### src/rtl/spi_param_ctrl.sv
// Turns SPI frames into parameter-bank writes and commit pulses. The path runs edge detect -> FIFO -> write FSM.
// An event in cycle N gives par_we=1 from N+2. A write is held until ack or timeout, and a frame that arrives while the FIFO is full is dropped and flagged.
module spi_param_ctrl #(
    parameter int FIFO_DEPTH  = 4,
    parameter int ACK_TIMEOUT = 64
) (
    input  logic       clk,
    input  logic       reset_n,
    input  logic [7:0] rx_adrs,
    input  logic [7:0] rx_data,
    input  logic       rx_valid,
    output logic [6:0] par_adrs,
    output logic [7:0] par_data,
    output logic       par_we,
    input  logic       par_ack,
    output logic       commit,
    output logic       overflow,
    output logic       ack_err,
    input  logic       clear_err,
    output logic       busy
);
    localparam int PTR_W = $clog2(FIFO_DEPTH);
    localparam int CNT_W = $clog2(FIFO_DEPTH + 1);
    localparam int TMO_W = $clog2(ACK_TIMEOUT + 1);
    localparam logic [CNT_W-1:0] FULL_CNT = CNT_W'(FIFO_DEPTH);
    localparam logic [CNT_W-1:0] CNT_ONE  = CNT_W'(1);
    localparam logic [PTR_W-1:0] PTR_ONE  = PTR_W'(1);
    localparam logic [TMO_W-1:0] TMO_LIM  = TMO_W'(ACK_TIMEOUT);
    localparam logic [TMO_W-1:0] TMO_ONE  = TMO_W'(1);

    typedef struct packed {
        logic       is_commit;
        logic [6:0] adrs;
        logic [7:0] data;
    } entry_t;

    typedef enum logic [1:0] {ST_IDLE, ST_WRITE, ST_COMMIT} state_t;

    state_t           state_q, state_d;
    entry_t           mem_q [FIFO_DEPTH];
    entry_t           mem_d [FIFO_DEPTH];
    logic [PTR_W-1:0] wr_ptr_q, wr_ptr_d, rd_ptr_q, rd_ptr_d;
    logic [CNT_W-1:0] count_q, count_d;
    logic [TMO_W-1:0] tmo_q, tmo_d;
    logic             rx_valid_d_q, rx_valid_d_d;
    logic [6:0]       par_adrs_q, par_adrs_d;
    logic [7:0]       par_data_q, par_data_d;
    logic             par_we_q, par_we_d;
    logic             commit_q, commit_d;
    logic             overflow_q, overflow_d;
    logic             ack_err_q, ack_err_d;

    logic   frame_evt, push_req, push, pop, full, ovf_set, ack_set;
    entry_t head;

    always_comb begin
        state_d      = state_q;
        mem_d        = mem_q;
        wr_ptr_d     = wr_ptr_q;
        rd_ptr_d     = rd_ptr_q;
        count_d      = count_q;
        tmo_d        = tmo_q;
        rx_valid_d_d = rx_valid;
        par_adrs_d   = par_adrs_q;
        par_data_d   = par_data_q;
        par_we_d     = par_we_q;
        commit_d     = commit_q;
        ack_set      = 1'b0;

        // 0x80..0xFE are neither writes nor commits and vanish here
        frame_evt = rx_valid & ~rx_valid_d_q;
        push_req  = frame_evt & (~rx_adrs[7] | (rx_adrs == 8'hFF));
        full      = (count_q == FULL_CNT);
        push      = push_req & ~full;
        ovf_set   = push_req & full;
        pop       = (state_q == ST_IDLE) && (count_q != '0);
        head      = mem_q[rd_ptr_q];

        if (push) begin
            mem_d[wr_ptr_q] = '{is_commit: rx_adrs[7], adrs: rx_adrs[6:0], data: rx_data};
            wr_ptr_d        = wr_ptr_q + PTR_ONE;
        end
        if (pop) begin
            rd_ptr_d = rd_ptr_q + PTR_ONE;
        end
        if (push && !pop) begin
            count_d = count_q + CNT_ONE;
        end else if (pop && !push) begin
            count_d = count_q - CNT_ONE;
        end

        case (state_q)
            ST_IDLE: begin
                if (pop) begin
                    if (head.is_commit) begin
                        commit_d = 1'b1;
                        state_d  = ST_COMMIT;
                    end else begin
                        par_adrs_d = head.adrs;
                        par_data_d = head.data;
                        par_we_d   = 1'b1;
                        tmo_d      = '0;
                        state_d    = ST_WRITE;
                    end
                end
            end
            ST_WRITE: begin
                if (par_ack) begin
                    par_we_d = 1'b0;
                    tmo_d    = '0;
                    state_d  = ST_IDLE;
                end else if (tmo_q + TMO_ONE == TMO_LIM) begin
                    par_we_d = 1'b0;
                    ack_set  = 1'b1;
                    tmo_d    = '0;
                    state_d  = ST_IDLE;
                end else begin
                    tmo_d = tmo_q + TMO_ONE;
                end
            end
            ST_COMMIT: begin
                commit_d = 1'b0;
                state_d  = ST_IDLE;
            end
            default: state_d = ST_IDLE;
        endcase

        // a set in the same cycle as clear_err takes priority
        overflow_d = (overflow_q & ~clear_err) | ovf_set;
        ack_err_d  = (ack_err_q & ~clear_err) | ack_set;
    end

    always_ff @(posedge clk or negedge reset_n) begin
        if (!reset_n) begin
            state_q      <= ST_IDLE;
            for (int i = 0; i < FIFO_DEPTH; i++) mem_q[i] <= '0;
            wr_ptr_q     <= '0;
            rd_ptr_q     <= '0;
            count_q      <= '0;
            tmo_q        <= '0;
            rx_valid_d_q <= 1'b0;
            par_adrs_q   <= '0;
            par_data_q   <= '0;
            par_we_q     <= 1'b0;
            commit_q     <= 1'b0;
            overflow_q   <= 1'b0;
            ack_err_q    <= 1'b0;
        end else begin
            state_q      <= state_d;
            mem_q        <= mem_d;
            wr_ptr_q     <= wr_ptr_d;
            rd_ptr_q     <= rd_ptr_d;
            count_q      <= count_d;
            tmo_q        <= tmo_d;
            rx_valid_d_q <= rx_valid_d_d;
            par_adrs_q   <= par_adrs_d;
            par_data_q   <= par_data_d;
            par_we_q     <= par_we_d;
            commit_q     <= commit_d;
            overflow_q   <= overflow_d;
            ack_err_q    <= ack_err_d;
        end
    end

    assign par_adrs = par_adrs_q;
    assign par_data = par_data_q;
    assign par_we   = par_we_q;
    assign commit   = commit_q;
    assign overflow = overflow_q;
    assign ack_err  = ack_err_q;
    assign busy     = (count_q != '0) || (state_q != ST_IDLE);

endmodule

### config.mk
export PLATFORM = sky130hd
export DESIGN_NAME = spi_param_ctrl
export DESIGN_NICKNAME = d
export VERILOG_FILES = /design/src/rtl/spi_param_ctrl.sv
export SDC_FILE = /design/constraint.sdc
export NUM_CORES = 1
export LEC_CHECK = 0
export CAP_MARGIN = 10
export CORE_MARGIN = 5
export CORE_UTILIZATION = 45
export DETAILED_ROUTE_END_ITERATION = 6
export GPL_TIMING_DRIVEN = 0
export PLACE_DENSITY = 0.67
export SETUP_SLACK_MARGIN = 0.5
export SLEW_MARGIN = 20
export SYNTH_ARGS = -nofsm -noshare
export SYNTH_HDL_FRONTEND = slang
export SYNTH_SLANG_ARGS = --single-unit
### constraint.sdc
create_clock -name clk -period 1.9 [get_ports clk]
set_input_delay 0.38 -clock clk [delete_from_list [all_inputs] [get_ports clk]]
set_output_delay 0.38 -clock clk [all_outputs]
set_load 0.01 [all_outputs]
==> results of run 1 <==
cell usage after synthesis, types with 2 or more instances:
master / instances / share of area (%)
sky130_fd_sc_hd__mux2_1: 9 / 2.2
sky130_fd_sc_hd__o21ai_0: 11 / 1.2
sky130_fd_sc_hd__buf_6: 2 / 0.48
sky130_fd_sc_hd__mux2_4: 40 / 13
sky130_fd_sc_hd__ha_1: 6 / 1.6
sky130_fd_sc_hd__buf_12: 5 / 2.1
sky130_fd_sc_hd__nand3_1: 5 / 0.54
sky130_fd_sc_hd__nand4_1: 2 / 0.27
sky130_fd_sc_hd__o22ai_1: 2 / 0.27
sky130_fd_sc_hd__buf_2: 3 / 0.32
sky130_fd_sc_hd__xor2_1: 5 / 0.94
sky130_fd_sc_hd__nand2_8: 4 / 1.7
sky130_fd_sc_hd__mux2_2: 31 / 7.5
sky130_fd_sc_hd__a31oi_1: 2 / 0.27
sky130_fd_sc_hd__nand2_1: 11 / 0.89
sky130_fd_sc_hd__mux4_2: 16 / 7.7
sky130_fd_sc_hd__xnor2_1: 4 / 0.75
sky130_fd_sc_hd__inv_1: 8 / 0.64
sky130_fd_sc_hd__o21ai_1: 2 / 0.21
sky130_fd_sc_hd__dfrtp_1: 100 / 54
sky130_fd_sc_hd__nor2_1: 8 / 0.64
critical path: cells and delay by family (launching register included):
family	cells	cell delay [ns]
simple gates	3	0.44
flops	1	0.44
buf+inv	2	0.18
mux	1	0.27
fa+ha+maj	2	0.58
cell type report:
cell class | count | area share, %
Buffer | 12 | 2.74
Clock buffer | 9 | 2.10
Clock inverter | 5 | 1.47
Inverter | 8 | 0.510
Multi-Input combinational cell | 175 | 36.4
Sequential cell | 100 | 42.6
Tap cell | 136 | 2.89
Timing Repair Buffer | 74 | 11.3
through the flow:
stage,cells,setup WS [ns]
2_1_floorplan,295,-0.0798
3_3_place_gp,471,-3.27
3_5_place_dp,472,-0.957
4_1_cts,514,-0.0987
5_1_grt,519,-0.182
6_report,519,-0.106
logic make-up after synthesis:
| group | synth area share (%) |
|---|---|
| flip-flops | 53.7 |
| multiplexers | 30.3 |
| AND/OR/NAND/NOR | 5.77 |
| AO/OA/AOI/OAI | 2.77 |
| buffers and inverters | 3.76 |
| XOR/XNOR | 1.69 |
| adder cells (fa/ha/maj) | 2.04 |
registers in the layout (all words and copies together) (netlist names):
signal	cells
mem_q	64
par_adrs	7
rx_valid_d_q	1
par_data	8
par_we	1
count_q	3
overflow	1
tmo_q	7
ack_err	1
commit	1
wr_ptr_q	2
state_q	2
rd_ptr_q	2
layer usage:
metal	wire length, µm	vias to the layer above	global-route usage (%)
li1	-	1231	-
met1	4440	1419	22.4
met2	4280	58	24.5
met3	300	10	2.66
met4	138	0	5.19
met5	0	-	0
worst paths after layout:
kind                            startpoint           to  slack (ns)
worst max-delay path            count_q[0]   count_q[1]       -0.11
worst min-delay path            rx_adrs[1]    mem_q[25]        0.33
worst max register to register  count_q[0]   count_q[1]       -0.11
worst min register to register   mem_q[17]    mem_q[17]        0.51
max in group asynchronous          reset_n  par_data[1]        0.80
min in group asynchronous          reset_n    mem_q[41]        0.44
power by group:
group          internal (mW)  switching [mW]  leakage (nW)  total (mW)
clock                  0.738           0.723         0.106        1.46
combinational           2.90            1.67          1.40        4.57
sequential              3.11           0.547          1.24        3.66
total                   6.75            2.94          2.75        9.68
timing repair:
| item | in CTS | in global routing |
|---|---|---|
| endpoints found under the hold margin | 24 | 0 |
| pin swaps | 10 | 10 |
| setup buffers | 27 | 5 |
| gates resized for setup | 94 | 24 |
| setup endpoints to repair | 117 | 111 |
| hold buffers | 1 | 0 |
==> results_tabular.tex, run 1 <==
\begin{tabular}{lr}
\hline
Metric & Value \\
\hline
\multicolumn{2}{l}{\textbf{Die}} \\
\quad Initial cell density of the core & 45.6\% \\
\quad Cell row count & 37 \\
\quad DIE AREA & 12,500 µm² \\
\quad IO Pins & 41 \\
\quad Core area & 10,200 µm² \\
\quad DIE WIDTH & 112 µm \\
\quad Height of the chip & 112 µm \\
\multicolumn{2}{l}{\textbf{Outcome}} \\
\quad Violations in the final reports & negative setup slack \\
\quad Result of the run & finished, violations left \\
\multicolumn{2}{l}{\textbf{Cells and area}} \\
\quad Final core utilization & 57.5\% \\
\quad Final cell area excluding filler cells & 5890 µm² \\
\quad Fraction of layout instances using a drive strength above 1 & 52.5\% \\
\quad Combined area of the multi-input logic cells & 2140 µm² \\
\quad Sequential cell area & 2500 µm² \\
\quad Diodes inserted & 0 \\
\quad Area growth syn-to-layout & 26.3\% \\
\quad Commonest cells after routing, fill and taps aside & sky130\_fd\_sc\_hd\_\_dfrtp\_1 (98), sky130\_fd\_sc\_hd\_\_mux2\_4 (56), sky130\_fd\_sc\_hd\_\_mux2\_2 (24) \\
\quad Final Net Count & 408 \\
\quad Fill cells & 810 \\
\quad Commonest non-fill, non-tap cell in the layout & sky130\_fd\_sc\_hd\_\_dfrtp\_1 \\
\multicolumn{2}{l}{\textbf{Routing}} \\
\quad Average wire length per cell after detail routing & 17.7 µm \\
\quad Initial detailed-routing violation count & 102 \\
\quad Average vias per placed instance & 5.24 \\
\quad Routed WL & 9160 µm \\
\quad Antenna Nets Post-Route & 0 \\
\quad Drt first pass iters & 4 \\
\quad Via count & 2,718 \\
\quad Detailed-route DRC error count & 0 \\
\multicolumn{2}{l}{\textbf{Worst setup path}} \\
\quad Crit-path cells & nor2\_2 -> nand2\_1 -> and4b\_2 -> buf\_12 -> ha\_4 -> inv\_2 -> fa\_2 -> mux2\_4 \\
\quad Startpoint class of the critical path & register \\
\quad Endpoint type of the worst setup path & register \\
\quad Crit Path Class & reg -> reg \\
\quad R2R cell count & 8 \\
\quad Arrival @ worst endpoint & 2.25 ns \\
\quad Required time at the worst-slack endpoint & 2.14 ns \\
\quad Slowest library cell on the worst path & sky130\_fd\_sc\_hd\_\_dfrtp\_2 \\
\quad Maximum single-stage delay on the critical path & 0.44 ns \\
\quad Crit path max fanout & 3 \\
\multicolumn{2}{l}{\textbf{Clock tree}} \\
\quad Insertion delay of the later-clocked pin in the worst-skew pair & 0.35 ns \\
\quad Maximum clock path buffer count & 2 \\
\quad Root buffer cell & sky130\_fd\_sc\_hd\_\_clkbuf\_8 \\
\quad Sink Count & 100 \\
\quad Total clock buffers created by CTS & 9 \\
\quad CTS tree & built \\
\quad Clock transition at the registers of the reported paths & 0.10 ns \\
\quad Number of H-tree branching levels & 3 \\
\multicolumn{2}{l}{\textbf{Global route}} \\
\quad Overall overflow remaining after global route & 0 \\
\quad Maximum number of pins on one net before global-route repair & 77 \\
\quad Vias in the first global route & 2,915 \\
\quad Number of antenna violations at the first check in global routing & 0 \\
\quad Overall routing resource usage & 15.7\% \\
\quad First-pass GRT wire length & 15,600 µm \\
\multicolumn{2}{l}{\textbf{Pwr}} \\
\quad Pwr per Cell Area & 1650 nW/µm² \\
\quad Peak supply drop & 761 µV \\
\quad Leakage power summed over all cells & 2.75 nW \\
\quad Total power of the final layout & 9.68 mW \\
\multicolumn{2}{l}{\textbf{Logic synthesis}} \\
\quad Unique cell type count in the Yosys netlist & 40 \\
\quad Most common flop cell mapped by yosys & sky130\_fd\_sc\_hd\_\_dfrtp\_1 \\
\quad Number of synthesized register bits & 100 \\
\quad Share of synthesized area occupied by flip-flops and latches & 53.7\% \\
\quad Post-synthesis area per instance & 15.8 µm² \\
\quad Yosys warning total & 0 \\
\quad Synthesized cell area & 4660 µm² \\
\quad Number of instances in the synthesized netlist & 295 \\
\quad Share of synthesized flip-flops with an asynchronous set or reset & 100\% \\
\quad Number of enable flip-flop cells after synthesis & 0 \\
\quad Net Count, Synth & 323 \\
\multicolumn{2}{l}{\textbf{STA}} \\
\quad Number of pins exceeding their max-slew limit in the final report & 0 \\
\quad Setup tns final & -0.801 ns \\
\quad Transition time at the pin with the least slew margin & 0.385 ns \\
\quad Endpoints failing setup & 34 \\
\quad Smallest hold slack & 0.333 ns \\
\quad Final number of hold-violating endpoints & 0 \\
\quad Tmin final & 2.01 ns \\
\quad Unrepaired setup endpoints after global routing & yes \\
\quad Relative slew margins & 74.4\% \\
\quad Clk\_skew & 0.0155 ns \\
\quad Final worst-path setup slack & -0.106 ns \\
\quad Period Utilization, post-route & 106\% \\
\quad Max Fclk & 498 MHz \\
\multicolumn{2}{l}{\textbf{Placement}} \\
\quad Post-place instance area & 5350 µm² \\
\quad Hpwl dp & 5630 µm \\
\quad Placer congestion estimate & 0.742 \\
\quad Count of input and output buffers & 40 \\
\multicolumn{2}{l}{\textbf{Hold path}} \\
\quad Type of the tightest min-delay check & in -> reg \\
\quad Hold Path Stages & 2 \\
\multicolumn{2}{l}{\textbf{Run}} \\
\quad Max Cap Viol & 0 \\
\hline
\end{tabular}
Note: power is estimated with default switching activity, not from simulation.
==> run 2: changes to the inputs <==
- HOLD_SLACK_MARGIN: default -> 0.12
==> results of run 2 <==
No change in the layout: final DEF, timing and power equal those of run 1.
==> run 3: changes to the inputs <==
- CAP_MARGIN: 10 -> default
==> results of run 3 <==
No change in the layout: final DEF, timing and power equal those of run 1.
